===== config.mk =====
export PLATFORM = sky130hd
export DESIGN_NAME = stereo_panner
export DESIGN_NICKNAME = d
export VERILOG_FILES = /design/src/rtl/stereo_panner_pkg.sv /design/src/rtl/stereo_panner_q_mul_sat.sv /design/src/rtl/stereo_panner.sv
export SDC_FILE = /design/constraint.sdc
export NUM_CORES = 1
export LEC_CHECK = 0
export CAP_MARGIN = 10
export CORE_MARGIN = 1
export CORE_UTILIZATION = 45
export DETAILED_ROUTE_END_ITERATION = 7
export GPL_TIMING_DRIVEN = 0
export SLEW_MARGIN = 20
export SYNTH_ARGS = -nofsm -noshare
export SYNTH_HDL_FRONTEND = slang
export SYNTH_SLANG_ARGS = --single-unit

===== constraint.sdc =====
create_clock -name bclk -period 8.05 [get_ports bclk]
set_input_delay 1.2075 -clock bclk [delete_from_list [all_inputs] [get_ports bclk]]
set_output_delay 1.2075 -clock bclk [all_outputs]
set_load 0.05 [all_outputs]

===== src/rtl/stereo_panner_pkg.sv =====
// Shared fixed-point helpers and FSM state encoding for the panner (and the two-input mixer).
// Samples are Q0.(W-1) and gains are Q1.(W-2).
package stereo_panner_pkg;

    localparam int BITSIZE_DEF = 16;

    typedef enum logic [1:0] {
        ST_IDLE  = 2'd0,
        ST_CAP   = 2'd1,
        ST_MUL_L = 2'd2,
        ST_MUL_R = 2'd3
    } panner_state_t;

    function automatic int q_frac_sample(input int w);
        return w - 1;
    endfunction

    function automatic int q_frac_gain(input int w);
        return w - 2;
    endfunction

endpackage


===== src/rtl/stereo_panner_q_mul_sat.sv =====
// One shared signed multiplier feeding two product registers, each followed by
// a shift back to sample scale and saturation with a clip flag.
module q_mul_sat
    import stereo_panner_pkg::*;
#(
    parameter int BITSIZE = BITSIZE_DEF
) (
    input  logic               clk,
    input  logic               rst_n,
    input  logic [BITSIZE-1:0] a,
    input  logic [BITSIZE-1:0] b,
    input  logic               ld_l,
    input  logic               ld_r,
    output logic [BITSIZE-1:0] res_l,
    output logic               clip_l,
    output logic [BITSIZE-1:0] res_r,
    output logic               clip_r
);

    localparam int PW = 2 * BITSIZE;
    localparam int QG = q_frac_gain(BITSIZE);
    localparam logic signed [PW-1:0] SAT_MAX = {{(BITSIZE+1){1'b0}}, {(BITSIZE-1){1'b1}}};
    localparam logic signed [PW-1:0] SAT_MIN = {{(BITSIZE+1){1'b1}}, {(BITSIZE-1){1'b0}}};

    logic signed [PW-1:0] a_ext;
    logic signed [PW-1:0] b_ext;
    logic signed [PW-1:0] prod;
    logic signed [PW-1:0] p_l;
    logic signed [PW-1:0] p_r;

    assign a_ext = {{BITSIZE{a[BITSIZE-1]}}, a};
    assign b_ext = {{BITSIZE{b[BITSIZE-1]}}, b};
    assign prod  = a_ext * b_ext;

    always_ff @(posedge clk or negedge rst_n) begin
        if (!rst_n) begin
            p_l <= '0;
            p_r <= '0;
        end else begin
            if (ld_l) p_l <= prod;
            if (ld_r) p_r <= prod;
        end
    end

    // Arithmetic shift truncates toward -inf; no rounding term is added.
    function automatic logic [BITSIZE:0] sat_fn(input logic signed [PW-1:0] p);
        logic signed [PW-1:0] s;
        s = p >>> QG;
        if (s > SAT_MAX)
            sat_fn = {1'b1, SAT_MAX[BITSIZE-1:0]};
        else if (s < SAT_MIN)
            sat_fn = {1'b1, SAT_MIN[BITSIZE-1:0]};
        else
            sat_fn = {1'b0, s[BITSIZE-1:0]};
    endfunction

    assign {clip_l, res_l} = sat_fn(p_l);
    assign {clip_r, res_r} = sat_fn(p_r);

endmodule


===== src/rtl/stereo_panner.sv =====
// Splits one mono sample into a gained left/right pair, once per lrclk frame,
// using a single time-shared multiplier sequenced on bclk.
module stereo_panner
    import stereo_panner_pkg::*;
#(
    parameter int BITSIZE = BITSIZE_DEF
) (
    input  logic               bclk,
    input  logic               rst_n,
    input  logic               lrclk,
    input  logic [BITSIZE-1:0] in,
    input  logic [BITSIZE-1:0] g_l,
    input  logic [BITSIZE-1:0] g_r,
    output logic [BITSIZE-1:0] out_l,
    output logic [BITSIZE-1:0] out_r,
    output logic               valid,
    output logic               clip_l,
    output logic               clip_r,
    output panner_state_t      fsm_state
);

    // valid is a one-cycle strobe with no ready: the consumer must take
    // out_l/out_r/clip_* in the cycle valid is high; there is no backpressure.

    panner_state_t      state;
    panner_state_t      state_nxt;
    logic               lrclk_d;
    logic               start;
    logic               cap_en;
    logic               ld_l;
    logic               ld_r;
    logic               out_en;
    logic [BITSIZE-1:0] in_q;
    logic [BITSIZE-1:0] gl_q;
    logic [BITSIZE-1:0] gr_q;
    logic [BITSIZE-1:0] mul_b;
    logic [BITSIZE-1:0] res_l;
    logic [BITSIZE-1:0] res_r;
    logic               sat_l;
    logic               sat_r;

    assign start     = lrclk & ~lrclk_d;
    assign fsm_state = state;

    // A rising lrclk in any state restarts the frame, discarding work in flight.
    always_comb begin
        state_nxt = state;
        cap_en    = start;
        ld_l      = 1'b0;
        ld_r      = 1'b0;
        out_en    = 1'b0;
        mul_b     = gr_q;
        if (start) begin
            state_nxt = ST_CAP;
        end else begin
            case (state)
                ST_IDLE: state_nxt = ST_IDLE;
                ST_CAP: begin
                    ld_l      = 1'b1;
                    mul_b     = gl_q;
                    state_nxt = ST_MUL_L;
                end
                ST_MUL_L: begin
                    ld_r      = 1'b1;
                    state_nxt = ST_MUL_R;
                end
                ST_MUL_R: begin
                    out_en    = 1'b1;
                    state_nxt = ST_IDLE;
                end
                default: state_nxt = ST_IDLE;
            endcase
        end
    end

    // lrclk_d resets high so an lrclk already high at release is not a frame start.
    always_ff @(posedge bclk or negedge rst_n) begin
        if (!rst_n) begin
            state   <= ST_IDLE;
            lrclk_d <= 1'b1;
            in_q    <= '0;
            gl_q    <= '0;
            gr_q    <= '0;
            out_l   <= '0;
            out_r   <= '0;
            clip_l  <= 1'b0;
            clip_r  <= 1'b0;
            valid   <= 1'b0;
        end else begin
            state   <= state_nxt;
            lrclk_d <= lrclk;
            valid   <= out_en;
            if (cap_en) begin
                in_q <= in;
                gl_q <= g_l;
                gr_q <= g_r;
            end
            if (out_en) begin
                out_l  <= res_l;
                out_r  <= res_r;
                clip_l <= sat_l;
                clip_r <= sat_r;
            end
        end
    end

    q_mul_sat #(.BITSIZE(BITSIZE)) u_mul (
        .clk    (bclk),
        .rst_n  (rst_n),
        .a      (in_q),
        .b      (mul_b),
        .ld_l   (ld_l),
        .ld_r   (ld_r),
        .res_l  (res_l),
        .clip_l (sat_l),
        .res_r  (res_r),
        .clip_r (sat_r)
    );

endmodule


* After elaboration in Yosys (flattened, before gate mapping) *
Index checks and enable logic that the tools add are counted.

word-level totals
  bits in registers = 150
  bits in latches = 0
  bits in writable memories = 0
  memory bits (read-only) = 0
  output and inout bits = 37
  memories = 0

operators by class
  $add $sub $neg = 0
  $mul = 1
  divide/modulo/power cells = 0
  $lt $le $gt $ge = 4
  equality and inequality tests = 3
  shift-type cells = 0
  muxes and demuxes = 14
  bitwise logic cells = 2
  reduce and logical (&&, ||, !) cells = 2

operators by type and width
  kind                  number
  $mux 17               4
  $gt 18x16->1 const B  2
  $lt 18x16->1 const B  2
  $mul 16x16->32        1
  $mux 16               2
  $mux 1                6
  $pmux 2 s3            1
  $eq 2x2->1 const B    2
  $eq 2x1->1 const B    1
  $logic_not 2->1       1
  $mux 2                1
  $reduce_or 2->1       1
  $and 1x1->1           1
  $not 1->1             1

* Logic depth before layout (Yosys ltp) *
Gate-level depths: netlist of the first run.

  word-level depth = 4
  mapped depth = 28
  mapped depth without buffers = 27

* Modules after synthesis *
From an unflattened synthesis of the first run, not the netlist that was laid out.

unflattened totals
  cells, all modules = 1,625
  area total of the unflattened synthesis = 15,379.8 um^2

modules (own cells, without submodules)
  module         instances  cells an instance  area an instance (um^2)
  q_mul_sat      1          1,313              11,787.6
  stereo_panner  1          312                3,592.2

* Least setup slack after synthesis of the first run *
OpenSTA, ideal clock, no wires.

  kind = in2reg
  from = input lrclk
  to = register u_mul.p_r[27]
  setup time = 0.125 ns
  arrival time = 7.889 ns
  path slack = 0.037 ns
  stages = 27
  buffers on the path = 4
  path through = nand2b_4 buf_2 nand2_1 buf_2 mux2_2 clkbuf_1 nand2_1 inv_1 fa_1 fa_1 inv_1 fa_1 inv_1 fa_1 fa_1 inv_1 fa_1 inv_1 ha_1 clkbuf_1 nand2_1 nor3_1 nand2_1 o211a_1 a21boi_2 xnor2_1 mux2_2

on the way
  cells in the longest elaborated chain, start to end = 3

ends and longest elaborated chain
  what                  RTL line                       RTL
  start, declared       stereo_panner.sv:10            input logic lrclk,
  $and 1x1->1 (*)       stereo_panner.sv:42            assign start = lrclk & ~lrclk_d;
  $mux 16               stereo_panner.sv:53            if (start) begin
  $mul 16x16->32        stereo_panner_q_mul_sat.sv:33  assign prod = a_ext * b_ext;
  end signal, assigned  stereo_panner_q_mul_sat.sv:41  if (ld_r) p_r <= prod;
  end, declared         stereo_panner_q_mul_sat.sv:29  logic signed [PW-1:0] p_r;

Every way passes the cells marked *; elsewhere a longest branch is shown, timed or not.
A chain may end at the register's enable or synchronous reset.

* Worst setup path in the final report of the first run *
  from = input lrclk
  to = register u_mul.p_l[30]

on the way
  cells in the longest elaborated chain, start to end = 3

ends and longest elaborated chain
  what                  RTL line                       RTL
  $and 1x1->1 (*)       stereo_panner.sv:42
  $mux 16               stereo_panner.sv:53
  $mul 16x16->32        stereo_panner_q_mul_sat.sv:33
  end signal, assigned  stereo_panner_q_mul_sat.sv:40  if (ld_l) p_l <= prod;
  end, declared         stereo_panner_q_mul_sat.sv:28  logic signed [PW-1:0] p_l;

Marked as above.

==> impl_metrics.env, run 1 <==
export IMPL_status="completed"
export IMPL_hold_buffers=0
export IMPL_synth_top_family_by_area="adder cells"
export IMPL_grt_pass1_vias=12800
export IMPL_synth_area_top_cells="fa_1 34%, dfrtp_1 19%, nand2_1 9.5%"
export IMPL_wirelength_mm=43.2
export IMPL_nFillCells=3152
export IMPL_final_net_count=2282
export IMPL_ys_flop_type="dfrtp_1"
export IMPL_ff2ff_setup_slack_ns=0.44
export IMPL_grt_util_met1_pct=36.2
export IMPL_arrival_ns=8.07
export IMPL_start_kind="input pin"
export IMPL_vias=12200
export IMPL_cap_violations=0
export IMPL_tightest_slew_ns=0.740
export IMPL_die_w_um=188
export IMPL_portBuffers=87
export IMPL_synth_adder_area_share_pct=40.3
export IMPL_dr_pass1_iters=5
export IMPL_synth_area_per_cell_um2=8.77
export IMPL_fin_crit_ns=7.76
export IMPL_max_freq_ghz=0.129
export IMPL_worstHoldStart="gl_q[3]"
export IMPL_via_per_inst=5.18
export IMPL_start_util_pct=46.0
export IMPL_async_reset_ff_share_pct=100
export IMPL_yosys_top_cells_count="391 x nand2_1, 320 x inv_1, 261 x fa_1"
export IMPL_gp_congestion=0.922
export IMPL_cts_tree="built"
export IMPL_dieHeight_um=188
export IMPL_ios=88
export IMPL_antenna_left=0
export IMPL_r2r_start="fsm_state[1]"
export IMPL_critPathRequiredTime_ns=8.36
export IMPL_hold_depth=2
export IMPL_synth_compound_area_share_pct=6.48
export IMPL_rows=67
export IMPL_grt_max_degree=96
export IMPL_cts_root_buffer_cell="clkbuf_16"
export IMPL_r2r_end="u_mul.p_l[26]"
export IMPL_hold_path_class="register to register"
export IMPL_drc=0
export IMPL_synthesis_nets=2165
export IMPL_core_area_um2=33800
export IMPL_netlist_area_um2=15500
export IMPL_dieArea_um2=35300
export IMPL_grt_busiest_layer="met2"
export IMPL_syn2layout_area_growth_pct=15.3
export IMPL_timing_worst_setup_path_type="input pin to register"
export IMPL_clk_latency_ns=0.43
export IMPL_met2_usage_pct=43.0
export IMPL_synth_xor_area_share_pct=1.30
export IMPL_path_clk_slew_ns=0.06
export IMPL_synth_cells=1770
export IMPL_synth_enable_flop_cells=0
export IMPL_clkSinkCount=122
export IMPL_finalSetupTns_ns=0
export IMPL_yosys_area_top_type_share_pct=33.6
export IMPL_setup_violations=0
export IMPL_yosys_area_share_simple_pct=19.6
export IMPL_hold_viol=0
export IMPL_end_kind="register"
export IMPL_maxSlewHeadroom_pct=50.7
export IMPL_cts_buffers=17
export IMPL_yosysMostFrequentCell="nand2_1"
export IMPL_dr_first_iter_drc_count=780
export IMPL_min_to="gl_q[3]"
export IMPL_dpl_hpwl_mm=34.7
export IMPL_cts_path_max_buffers=2
export IMPL_seq_area_frac_synth_pct=19.7
export IMPL_fin_worst_skew_ns=0.0183
export IMPL_drive_above_1_share_pct=6.95
export IMPL_synth_top_area_cell="fa_1"
export IMPL_cts_htree_levels=4
export IMPL_grt_use_total_pct=26.0
export IMPL_ys_ff_latch=122
export IMPL_ys_types=61
export IMPL_muxShareOfSynthArea_pct=2.89
export IMPL_grt_use_met3_pct=3.29
export IMPL_slew_violations=0
export IMPL_post_route_period_util_pct=96.4
export IMPL_yosysWarnings=0
export IMPL_r2r_cells=25
export IMPL_diodes=0
export IMPL_wl_per_cell_um=18.4
export IMPL_grt_antenna_before_repair=3
export IMPL_cp_max_fo=10
export IMPL_overflow=0
export IMPL_grt_pass1_wl_mm=70.1
logic make-up (layout without fill, tap and decap cells):
| logic type | Yosys count | after routing |
|---|---|---|
| flip-flops | 122 | 122 |
| buffers and inverters | 402 | 531 |
| XOR/XNOR | 23 | 23 |
| AND/OR/NAND/NOR | 678 | 678 |
| multiplexers | 41 | 41 |
| adder cells (fa/ha/maj) | 344 | 344 |
| AO/OA/AOI/OAI | 160 | 160 |
placed cells by master (no fill, tap or decap), types with 6 or more instances in the layout:
| cell | n |
|---|---|
| fa_1 | 257 |
| a21oi_1 | 23 |
| buf_4 | 13 |
| nand3_1 | 10 |
| dfrtp_1 | 121 |
| xnor2_1 | 18 |
| clkbuf_1 | 59 |
| and2_1 | 58 |
| nand2_1 | 389 |
| clkbuf_16 | 17 |
| a21o_1 | 10 |
| o21ai_0 | 80 |
| clkdlybuf4s50_1 | 85 |
| o21a_1 | 6 |
| clkinv_4 | 6 |
| ha_1 | 81 |
| nor2b_1 | 70 |
| nand2b_1 | 12 |
| clkbuf_2 | 11 |
| nor3_1 | 10 |
| mux2_2 | 30 |
| inv_1 | 320 |
| nor2_1 | 93 |
how the worst max path moves through the flow:
stage / from / endpoint / depth (start not counted) / slack, ns
after floorplan: lrclk / u_mul.p_r[27] / 27 / 0.04
after global placement: lrclk / u_mul.p_l[30] / 28 / -2.52
after detailed placement: lrclk / u_mul.p_l[30] / 28 / -2.18
after CTS: lrclk / u_mul.p_l[30] / 27 / 0.05
after global routing: lrclk / u_mul.p_l[30] / 25 / -0.004
final: lrclk / u_mul.p_l[30] / 25 / 0.29
metal layers:
| layer | part of all wire [%] | wire [um] |
|---|---|---|
| met1 | 45 | 19300 |
| met2 | 48 | 20800 |
| met3 | 5.3 | 2310 |
| met4 | 1.8 | 790 |
| met5 | 0 | 0 |
registers in the layout (all words and copies together), names as in the netlist:
signal and flops:
lrclk_d 1, out_l 16, gl_q 16, valid 1, out_r 16, u_mul.p_r 18, in_q 16, gr_q 16
u_mul.p_l 18, clip_r 1, clip_l 1, fsm_state 2
final cells by class:
type,count,area [um2],area share (%)
Multi-Input combinational cell,1246,11100,62.1
Sequential cell,122,3050,17.1
Inverter,320,1200,6.71
Timing Repair Buffer,102,1020,5.68
Tap cell,448,561,3.13
Clock buffer,17,425,2.38
Buffer,78,328,1.83
Clock inverter,14,200,1.12
what timing repair did:
item / CTS / global route
endpoints found under the hold margin: 0 / 0
resized for setup: 43 / 10
setup buffers: 10 / 4
cloned: 0 / 0
endpoints found under the setup margin: 36 / 18
pin swaps: 4 / 1
stage by stage:
stage / instance area [um2] / util (%) / hold WS [ns] / setup WS [ns] / instances
after floorplan: 15500 / - / 0.439 / 0.0368 / 1770
after global placement: 17000 / 50.2 / 0.452 / -2.52 / 2305
after detailed placement: 17000 / 50.3 / 0.463 / -2.18 / 2306
after CTS: 17900 / 52.9 / 0.476 / 0.0534 / 2344
after global routing: 17900 / 53.0 / 0.486 / -0.00366 / 2347
final: 17900 / 53.0 / 0.475 / 0.290 / 2347
worst max-delay path, stage by stage:
cell      delay [ns]
clkbuf_2        0.12
nand2b_4        0.13
buf_4           0.15
and2_2          0.26
mux2i_4         0.37
clkbuf_2        0.30
nor2_1          0.10
fa_1            0.56
inv_1           0.06
fa_1            0.51
fa_1            0.58
fa_1            0.54
fa_1            0.52
fa_1            0.54
inv_1           0.04
ha_2            0.33
a21o_1          0.21
a21o_1          0.19
a21oi_2         0.17
mux2i_1         0.14
or3_1           0.37
mux2i_1         0.16
nor3_2          0.06
buf_4           0.16
mux2_2          0.26
Power of run 1 is left out: the tool's default activity adds up to more than one toggle a clock period on the data nets, which glitch-free logic cannot reach.
==> run 2, diff against run 1 <==
--- a/config.mk
+++ b/config.mk
@@ -6,10 +6,13 @@
 export NUM_CORES = 1
 export LEC_CHECK = 0
 export CAP_MARGIN = 10
-export CORE_MARGIN = 1
+export CELL_PAD_IN_SITES_DETAIL_PLACEMENT = 1
+export CELL_PAD_IN_SITES_GLOBAL_PLACEMENT = 1
+export CORE_MARGIN = 2
 export CORE_UTILIZATION = 45
 export DETAILED_ROUTE_END_ITERATION = 7
 export GPL_TIMING_DRIVEN = 0
+export PLACE_DENSITY_LB_ADDON = 0.1
 export SLEW_MARGIN = 20
 export SYNTH_ARGS = -nofsm -noshare
 export SYNTH_HDL_FRONTEND = slang
==> run 2 against run 1 <==
Setup slack worse by 0.068 ns; hold slack better by 0.0013 ns; wire length up 7.2%; core utilization fell by 0.73 points; register-to-register slack worse by 0.15 ns; critical path depth down 3; sequential share of layout area hardly changed; fmax is 0.87% lower; global-route usage rose by 1.7 points; clock skew decreased by 0.0037 ns; critical path type unchanged.
==> impl_metrics.env, run 2 (synthesis results as in run 1) <==
export IMPL_status="completed"
export IMPL_portBuffers=87
export IMPL_critical_path_max_stage_delay_ns=0.60
export IMPL_dieArea_um2=36000
export IMPL_dr_first_iter_drc_count=550
export IMPL_die_w_um=190
export IMPL_post_route_period_util_pct=97.2
export IMPL_clkSinkCount=122
export IMPL_overflow=0
export IMPL_tightest_slew_ns=0.811
export IMPL_ff2ff_setup_slack_ns=0.29
export IMPL_cts_root_buffer_cell="clkbuf_16"
export IMPL_hold_viol=0
export IMPL_r2r_end="u_mul.p_l[29]"
export IMPL_dr_pass1_iters=5
export IMPL_slowest_stage="o311ai_0"
export IMPL_start_util_pct=45.3
export IMPL_slew_violations=0
export IMPL_cap_violations=0
export IMPL_vias=12400
export IMPL_grt_antenna_before_repair=3
export IMPL_via_per_inst=5.27
export IMPL_drive_above_1_share_pct=7.36
export IMPL_start_kind="input pin"
export IMPL_grt_max_degree=74
export IMPL_critPathRequiredTime_ns=8.32
export IMPL_hold_buffers=0
export IMPL_antenna_left=0
export IMPL_fin_crit_ns=7.83
export IMPL_max_freq_ghz=0.128
export IMPL_reg_largest_list="u_mul.p_l (18), u_mul.p_r (18)"
export IMPL_diodes=0
export IMPL_r2r_start="fsm_state[1]"
export IMPL_core_area_um2=34300
export IMPL_instances_no_fill=2358
export IMPL_cp_common_cell="fa_1"
export IMPL_path_clk_slew_ns=0.06
export IMPL_dpl_hpwl_mm=37.7
export IMPL_rows=68
export IMPL_hold_depth=2
export IMPL_final_cell_mix="390 x nand2_1, 320 x inv_1, 255 x fa_1, 121 x dfrtp_1, 93 x nor2_1"
export IMPL_end_kind="register"
export IMPL_grt_pass1_vias=14000
export IMPL_timing_worst_setup_path_type="input pin to register"
export IMPL_grt_pass1_wl_mm=75.7
export IMPL_dieHeight_um=190
export IMPL_drc=0
export IMPL_cts_tree="built"
export IMPL_r2r_cells=22
export IMPL_hold_path_class="register to register"
export IMPL_cts_path_max_buffers=2
export IMPL_fin_worst_skew_ns=0.0146
export IMPL_wl_per_cell_um=19.6
export IMPL_arrival_ns=8.10
export IMPL_dp_cells=2313
export IMPL_cp_max_fo=10
export IMPL_clk_latency_ns=0.45
export IMPL_wirelength_mm=46.3
export IMPL_cts_buffers=17
export IMPL_final_net_count=2285
export IMPL_setup_violations=0
export IMPL_maxSlewHeadroom_pct=45.9
export IMPL_min_to="gl_q[7]"
export IMPL_grt_use_total_pct=27.7
export IMPL_gp_congestion=0.888
export IMPL_final_common_cell="nand2_1"
export IMPL_cts_htree_levels=4
export IMPL_ios=88
export IMPL_rsz0062_at_grt="false"
export IMPL_syn2layout_area_growth_pct=15.4
export IMPL_worstHoldStart="gl_q[7]"
export IMPL_cp_cell_sequence="dlymetal6s2s_1 -> nand2b_4 -> nand2_4 -> buf_4 -> mux2i_2 -> clkbuf_2 -> nor2b_1 -> fa_1 -> fa_1 -> fa_1 -> fa_1 -> fa_1 -> inv_1 -> fa_1 -> inv_1 -> ha_1 -> a21oi_1 -> o211ai_1 -> a2111oi_4 -> nor3_4 -> and4_4 -> o311ai_0"
-- run 2: cell type report --
cell class,instances,area (um2)
plain buffers,79,350
repair buffers,104,1030
well taps,455,569
flip-flops and latches,122,3050
clock inverters,14,158
fillers,3992,16400
multi-input cells,1246,11100
clock buffers,18,439
inverters,320,1200
-- run 2: timing repair --
item,4_1_cts,5_1_grt
setup endpoints to repair,36,26
buffers inserted,13,3
gates resized for setup,63,4
pin swaps,5,2
-- run 2: critical path: cells and delay by family --
family,cells,cell delay [ns]
compound gates,4,1.44
fa+ha+maj,7,3.34
buf+inv,5,0.90
mux,1,0.54
simple gates,5,0.65
-- run 2: metrics by stage --
step | hold slack (ns) | setup slack [ns] | cell area (um2) | util [%] | TNS, ns
after floorplan | 0.439 | 0.0368 | 15500 | - | 0
after global placement | 0.455 | -2.49 | 17000 | 49.5 | -56.01
after detailed placement | 0.462 | -2.55 | 17000 | 49.6 | -60.95
after CTS | 0.479 | 0.00544 | 17900 | 52.2 | 0
after global routing | 0.502 | 0.0127 | 17900 | 52.2 | 0
final | 0.477 | 0.222 | 17900 | 52.2 | 0
-- run 2: worst max-delay path by stage --
stage,start,cells after the start,slack [ns],to
finish,lrclk,22,0.22,u_mul.p_l[29]
global route,lrclk,28,0.01,u_mul.p_r[30]
detailed placement,lrclk,28,-2.55,u_mul.p_r[30]
global placement,lrclk,26,-2.49,u_mul.p_r[30]
floorplan,lrclk,27,0.04,u_mul.p_r[27]
CTS,lrclk,28,0.005,u_mul.p_r[30]
-- run 2: routing by layer --
layer	wire length (um)	share of wire [%]	GRT usage, %	vias to the layer above
met5	0	0	0	-
met4	1580	3.4	10.0	0
met3	2440	5.3	3.91	74
met2	22100	48	46.8	306
met1	20100	44	36.6	6464
li1	-	-	-	5573
Power of run 2 is left out for the same reason.
